File: src/rtl/branch_resolve_unit.sv
// branch_resolve_unit: two-stage conditional-branch resolver.
// S1 registers the {V,C,N,Z} flags of rs1 - rs2 together with funct3, the
// prediction and the tag; S2 turns the flags into the taken/mispredict/illegal
// result and holds it until the consumer takes it.
// Optional feature macro: BRANCH_STATS_EN adds saturating 32-bit counters of
// delivered taken branches and delivered mispredictions.
module branch_resolve_unit #(
    parameter int XLEN  = 32,
    parameter int TAG_W = 4
) (
    input  logic             clk,
    input  logic             rst,
    input  logic             in_valid,
    output logic             in_ready,
    input  logic [2:0]       in_funct3,
    input  logic [XLEN-1:0]  in_rs1,
    input  logic [XLEN-1:0]  in_rs2,
    input  logic             in_pred_taken,
    input  logic [TAG_W-1:0] in_tag,
    input  logic             flush,
    output logic             out_valid,
    input  logic             out_ready,
    output logic             out_taken,
    output logic             out_mispredict,
    output logic             out_illegal,
    output logic [TAG_W-1:0] out_tag
`ifdef BRANCH_STATS_EN
    ,
    output logic [31:0]      stat_taken_cnt,
    output logic [31:0]      stat_mispred_cnt
`endif
);

    localparam logic [2:0] F_BEQ  = 3'b000;
    localparam logic [2:0] F_BNE  = 3'b001;
    localparam logic [2:0] F_BLT  = 3'b100;
    localparam logic [2:0] F_BGE  = 3'b101;
    localparam logic [2:0] F_BLTU = 3'b110;
    localparam logic [2:0] F_BGEU = 3'b111;

    typedef struct packed {
        logic v;
        logic c;
        logic n;
        logic z;
    } flags_t;

    // Stage state
    logic             s1_valid;
    logic [2:0]       s1_funct3;
    logic             s1_pred;
    logic [TAG_W-1:0] s1_tag;
    flags_t           s1_flags;
    logic             s2_valid;

    logic             s1_adv;
    logic             s2_adv;
    logic [XLEN:0]    diff;
    flags_t           in_flags;
    logic             eval_taken;
    logic             eval_illegal;

    // Pipeline advance: a stage may load when it is empty or its content leaves.
    assign s2_adv   = ~s2_valid | out_ready;
    assign s1_adv   = ~s1_valid | s2_adv;
    assign in_ready = s1_adv;
    assign out_valid = s2_valid;

    // Zero-extended subtraction; the extra top bit is the borrow out.
    assign diff = {1'b0, in_rs1} - {1'b0, in_rs2};

    // Flag extraction from the XLEN-bit difference.
    always_comb begin
        in_flags.z = (diff[XLEN-1:0] == '0);
        in_flags.n = diff[XLEN-1];
        in_flags.c = ~diff[XLEN];
        in_flags.v = (in_rs1[XLEN-1] ^ in_rs2[XLEN-1]) & (diff[XLEN-1] ^ in_rs1[XLEN-1]);
    end

    // S1 register: flush wins over any load; payload only moves with a handshake.
    always_ff @(posedge clk or posedge rst) begin
        // NOTE: all state here is written with <= so every register samples the
        // pre-edge values of the others, independent of statement order.
        if (rst) begin
            s1_valid  <= 1'b0;
            s1_funct3 <= '0;
            s1_pred   <= 1'b0;
            s1_tag    <= '0;
            s1_flags  <= '0;
        end else begin
            if (flush) begin
                s1_valid <= 1'b0;
            end else if (s1_adv) begin
                s1_valid <= in_valid;
            end
            if (in_valid && s1_adv) begin
                s1_funct3 <= in_funct3;
                s1_pred   <= in_pred_taken;
                s1_tag    <= in_tag;
                s1_flags  <= in_flags;
            end
        end
    end

    // Branch condition evaluation from the registered flags.
    always_comb begin
        // NOTE: defaults first so no path through the case leaves an output
        // unassigned, which would otherwise infer a latch.
        eval_taken   = 1'b0;
        eval_illegal = 1'b0;
        case (s1_funct3)
            F_BEQ:   eval_taken = s1_flags.z;
            F_BNE:   eval_taken = ~s1_flags.z;
            F_BLT:   eval_taken = s1_flags.n ^ s1_flags.v;
            F_BGE:   eval_taken = ~(s1_flags.n ^ s1_flags.v);
            F_BLTU:  eval_taken = ~s1_flags.c;
            F_BGEU:  eval_taken = s1_flags.c;
            default: eval_illegal = 1'b1;
        endcase
    end

    // S2 register: result is held unchanged while the consumer stalls.
    always_ff @(posedge clk or posedge rst) begin
        if (rst) begin
            s2_valid       <= 1'b0;
            out_taken      <= 1'b0;
            out_mispredict <= 1'b0;
            out_illegal    <= 1'b0;
            out_tag        <= '0;
        end else begin
            if (flush) begin
                s2_valid <= 1'b0;
            end else if (s2_adv) begin
                s2_valid <= s1_valid;
            end
            if (s1_valid && s2_adv) begin
                out_taken      <= eval_taken;
                out_mispredict <= eval_taken ^ s1_pred;
                out_illegal    <= eval_illegal;
                out_tag        <= s1_tag;
            end
        end
    end

`ifdef BRANCH_STATS_EN
    // Saturating statistics; a delivery in a flush cycle still counts.
    always_ff @(posedge clk or posedge rst) begin
        if (rst) begin
            stat_taken_cnt   <= '0;
            stat_mispred_cnt <= '0;
        end else if (s2_valid && out_ready) begin
            if (out_taken && (stat_taken_cnt != 32'hFFFF_FFFF)) begin
                stat_taken_cnt <= stat_taken_cnt + 32'd1;
            end
            if (out_mispredict && (stat_mispred_cnt != 32'hFFFF_FFFF)) begin
                stat_mispred_cnt <= stat_mispred_cnt + 32'd1;
            end
        end
    end
`endif

endmodule

File: config.mk
export PLATFORM = sky130hd
export DESIGN_NAME = branch_resolve_unit
export DESIGN_NICKNAME = d
export VERILOG_FILES = /design/src/rtl/branch_resolve_unit.sv
export SDC_FILE = /design/constraint.sdc
export NUM_CORES = 1
export LEC_CHECK = 0
export BUFFER_PORTS_ARGS = -buffer_cell sky130_fd_sc_hd__buf_2
export CORE_MARGIN = 8
export CORE_UTILIZATION = 32
export CTS_CLUSTER_DIAMETER = 80
export DETAILED_ROUTE_END_ITERATION = 10
export GPL_TIMING_DRIVEN = 0
export RECOVER_POWER = 100
export SYNTH_ARGS = -nofsm -noshare
export SYNTH_HDL_FRONTEND = slang
export SYNTH_SLANG_ARGS = --single-unit
File: constraint.sdc
create_clock -name clk -period 2.1 [get_ports clk]
set_input_delay 0.42 -clock clk [delete_from_list [all_inputs] [get_ports clk]]
set_output_delay 0.42 -clock clk [all_outputs]
set_load 0.01 [all_outputs]
==> impl_metrics.toml, run 1 <==
[setup_path]
cp_slowest_stage_delay_ns = 0.37
cp.required_ns = 2.28
critical_path_buf_inv_count = 3
critPathSlowestCell = "fa_2"
path_common_cell = "nand4_1"
crit_family = "simple AND/OR/NAND/NOR gates"
crit_fanout = 3
end_kind = "register"
start_kind = "primary input"
crit_arrival_ns = 2.89
worstPathCellList = "buf_6 > inv_4 > ha_4 > fa_2 > nor2b_4 > o2111ai_4 > a21oi_2 > buf_4 > mux2_4 > a211oi_2 > nand4_1 > nor4_2 > nand4_1 > o21ai_1"
critPathKind = "primary input to register"

[cells_and_area]
diodes = 0
stdcell_area_um2 = 4820
seqCellArea_um2 = 526
nets = 651
syn_to_final_growth_pct = 51.2
drive_gt1_frac = 0.428
final_core_util = 0.495
multi_input_area_um2 = 2980
n_fill_cell = 978

[global_route]
grt_max_degree = 22
grt-ovfl-total = 0
antenna_found_initial = 0
track_usage = 0.144
grt_pass1_wl_um = 16200
grt_pass1_vias = 3531

[floorplanning]
rows = 36
die_w_um = 116
initial_core_util = 0.327
fp.dieH_um = 116
coreArea_um2 = 9730
die_area_um2 = 13400
io_pins = 86

[synthesis]
yosysMostFrequentCell = "inv_1"
syn_inst = 418
synth_seq_cells = 21
synthArstFlopShare = 1.00
synth_top_cell_by_area = "dfrtp_1"
synth_common_cells = "45 x inv_1, 39 x a21oi_1, 36 x nand2_1, 32 x ha_1, 23 x o21ai_0"
synth_ff_type = "dfrtp_1"
netlist_area_um2 = 3190
yosys-top-cells-area = "dfrtp_1 16%, ha_1 13%, a21oi_1 6.1%"
avgSynthCellArea_um2 = 7.62
synth_cell_types = 70
synth_fp_nets = 528
synth-edff-count = 0
yosysWarningCount = 0
yosysSeqAreaShare = 0.165
yosys.area.top_type_share = 0.165

[run_status]
status = "complete, but fails checks"
violations = "setup timing"

[timing]
relSlewSlack = 0.234
finalSetupViolCount = 4
hold_viol_final = 0
rsz0062_at_grt = "true"
slew_violations = 0
worstMarginPinSlew_ns = 1.14
fin_skew_ns = 0.00812
period_minus_slack_ns = 2.71
fin_ws_ns = -0.607
post-route-period-util = 1.29
fmax_mhz = 369

[power]
p_leak_nw = 2.08
p_per_area_nw_per_um2 = 433
finalPower_mw = 2.09
ir_worst_vdd_mv = 0.270

[routing]
via_per_inst = 5.23
drc_errors = 0
wl_per_cell_um = 14.9
vias = 3520
detail_route.iter0.violations = 239
ant_nets = 0
drt_wl_total_um = 10100
dr.pass1.iters = 4

[clocking]
cts_made_buffers = 3
cts_max_level = 1
cts-root-buf = "clkbuf_8"
hold_buffers = 0
clockBufferDepth = 2
clk_latency_ns = 0.26
cts.sinks = 21
clk_pin_slew_ns = 0.08
cts_tree = "built"

[hold_path]
hold_path.class = "primary input to asynchronous set/reset pin"

[place]
io_buffer_count = 85
routabilityCongestion = 0.898
dpl.hpwl_um = 7520
dpl_cell_area_um2 = 3970
pre_cts_ws_ns = -1.04

[job]
maxCapViolCount = 0
[layer usage]
layer,wire [µm],global-route usage,up-vias,part of all wire
met4,127,0.0259,0,0.013
met5,0,0,-,0
li1,-,-,1787,-
met2,4760,0.247,102,0.47
met3,612,0.0182,12,0.061
met1,4550,0.190,1619,0.45
[logic make-up after synthesis]
kind of cell / share of synthesized area
mux: 0.0683
flops: 0.165
fa+ha+maj: 0.132
compound gates: 0.316
buf+inv: 0.0758
xor+xnor: 0.0467
simple gates: 0.196
[cell usage in the layout (no fill, tap or decap), types with 7 or more instances in the layout]
master,synthesis,final
xor2_1,9,8
xnor2_1,8,8
inv_1,45,31
nand4_1,12,12
nor3_1,13,9
ha_1,32,12
a21o_1,10,10
mux2_2,13,12
o21ai_0,23,20
clkbuf_1,7,11
dfrtp_1,21,21
buf_4,0,32
nor2_1,19,19
a21oi_1,39,24
a21oi_2,3,13
inv_2,0,8
buf_2,6,65
o21ai_1,6,7
nand2b_1,11,11
buf_6,1,20
nand2_1,36,33
ha_4,0,18
[metrics by stage]
step | instances | hold slack, ns | setup TNS (ns)
detailed placement | 636 | 0.468 | -2.67
global route | 673 | 0.321 | -1.67
floorplan | 418 | 0.397 | -0.849
global placement | 636 | 0.456 | -2.64
finish | 673 | 0.292 | -1.28
CTS | 665 | 0.315 | -0.887
[repair_timing]
item	CTS	global route
resized for setup	70	45
setup endpoints to repair	4	4
setup buffers	27	10
pin swaps	34	16
[final timing paths]
path / cells past startpoint / endpoint / slack, ns / start
max: 14 / s1_flags[0] / -0.61 / in_rs1[0]
min: 2 / out_mispredict / 0.29 / rst
max reg2reg: 9 / s1_flags[0] / -0.34 / out_valid
min reg2reg: 2 / out_mispredict / 0.48 / out_mispredict
max in group asynchronous: 2 / s1_tag[3] / 1.31 / rst
min in group clk: 2 / s1_valid / 0.31 / flush
[power breakdown]
group          switching [mW]  internal (mW)
clock network           0.132          0.132
registers              0.0345          0.463
logic                   0.683          0.640
[layout make-up]
type / count / area share
timing repair buffer: 122 / 0.163
clock inverter: 1 / 0.00104
inverter: 45 / 0.0413
tap: 133 / 0.0346
clock buffer: 3 / 0.00857
sequential: 21 / 0.109
multi-input combinational: 337 / 0.619
buffer: 11 / 0.0236
[state kept, by name (all words and copies together), names as in the netlist]
register        flops
s1_flags            4
out_taken           1
out_tag             4
s1_pred             1
out_mispredict      1
s1_tag              4
out_illegal         1
s1_funct3           3
s1_valid            1
out_valid           1
Note: power is estimated with default switching activity, not from simulation.
==> run 2, diff against run 1 <==
Clock period 2.1 ns to 3.1 ns, I/O delays scaled along.
==> impl_metrics.toml, run 2 (same netlist as run 1, synthesis figures left out) <==
[clocking]
cts_tree = "built"
cts_made_buffers = 3
clk_pin_slew_ns = 0.07
cts.sinks = 21
clk_latency_ns = 0.25
cts-root-buf = "clkbuf_8"
cts_max_level = 1
clockBufferDepth = 2

[setup_path]
end_kind = "register"
crit_arrival_ns = 3.09
worstReg2RegEnd = "s1_flags[0]"
cp.required_ns = 3.29
rrSetupSlack_ns = 0.71
critPathKind = "primary input to register"
rr_startpoint = "out_valid"
crit_fanout = 4
r2r_cells = 9
start_kind = "primary input"

[timing]
finalSetupViolCount = 0
fin_ws_ns = 0.193
holdWs_ns = 0.479
hold_viol_final = 0
period_minus_slack_ns = 2.91
fmax_mhz = 344
worstMarginPinSlew_ns = 1.09
slew_violations = 0
relSlewSlack = 0.263
fin_skew_ns = 0.00140
post-route-period-util = 0.938
fin_setup_tns_ns = 0

[floorplanning]
initial_core_util = 0.327
fp.dieH_um = 116
io_pins = 86
die_area_um2 = 13400
rows = 36
coreArea_um2 = 9730
die_w_um = 116

[place]
dpl.hpwl_um = 7290
dp.cells = 636
routabilityCongestion = 0.893
dpl_cell_area_um2 = 3780
io_buffer_count = 85
pre_cts_ws_ns = -0.395

[hold_path]
whs_path_depth = 2
hold_path.class = "register to register"
hold_path_end = "out_taken"
min_from = "out_taken"

[power]
ir_worst_vdd_mv = 0.156
p_per_area_nw_per_um2 = 299
p_leak_nw = 1.84
finalPower_mw = 1.19

[cells_and_area]
drive_gt1_frac = 0.277
diodes = 0
final_cell_mix = "81 x buf_2, 45 x inv_1, 36 x nand2_1, 36 x a21oi_1, 28 x ha_1"
final_core_util = 0.409
final_cells = 645
stdcell_area_um2 = 3980
nets = 623
reg_top3 = "out_tag x4, s1_flags x4, s1_tag x4"
syn_to_final_growth_pct = 25.0
layout_commonest_cell = "buf_2"
n_fill_cell = 1046

[global_route]
grt_max_degree = 22
gr-max-usage-layer = "met2"
track_usage = 0.130
grt_pass1_vias = 3318
met3_usage = 0.0109
grt-ovfl-total = 0
antenna_found_initial = 0
grt_util_met1 = 0.166
gr-usage-met2 = 0.230
grt_pass1_wl_um = 14800

[run_status]
status = "finished clean"

[routing]
ant_nets = 0
dr.pass1.iters = 4
vias = 3341
via_per_inst = 5.18
detail_route.iter0.violations = 188
drt_wl_total_um = 8810
wl_per_cell_um = 13.7
drc_errors = 0

[job]
maxCapViolCount = 0
## run 2: routing by layer
layer	routed length, µm	share of wire
met1	4010	0.46
met2	4330	0.49
met3	353	0.040
met4	118	0.013
met5	0	0
## run 2: critical path, cell delays in order
cell       delay [ns]
buf_2            0.08
inv_1            0.04
ha_2             0.19
fa_2             0.39
nor2b_4          0.16
o2111a_2         0.24
nor3_1           0.08
o21ai_2          0.20
a21oi_1          0.11
or3_1            0.40
a2111oi_4        0.31
nand4_1          0.13
o21ai_1          0.14
## run 2: cell type report
class | instances | area (µm²) | share of cell area
repair buffers | 90 | 450 | 0.113
inverters | 45 | 169 | 0.0424
multi-input cells | 337 | 2550 | 0.641
well taps | 133 | 166 | 0.0418
clock buffers | 3 | 41.3 | 0.0104
clock inverters | 1 | 5.00 | 0.00126
plain buffers | 15 | 72.6 | 0.0182
flip-flops and latches | 21 | 526 | 0.132
## run 2: timing repair
item / 4_1_cts / 5_1_grt
pin swaps: 2 / 13
hold buffers: 0 / 0
resized for setup: 2 / 27
setup endpoints to repair: 1 / 2
setup buffers: 2 / 3
## run 2: report_power, final
group	switching [mW]	internal [mW]	total (mW)
registers	0.0223	0.314	0.336
clock network	0.0825	0.0893	0.172
logic	0.386	0.295	0.681
## run 2: worst max-delay path by stage
| stage | cells past startpoint | from | endpoint |
|---|---|---|---|
| after CTS | 13 | in_rs1[0] | s1_flags[0] |
| after global placement | 12 | in_rs1[21] | s1_flags[0] |
| after global routing | 13 | in_rs1[0] | s1_flags[0] |
| after floorplan | 12 | in_rs1[0] | s1_flags[0] |
| final | 13 | in_rs1[0] | s1_flags[0] |
| after detailed placement | 13 | in_rs1[0] | s1_flags[0] |
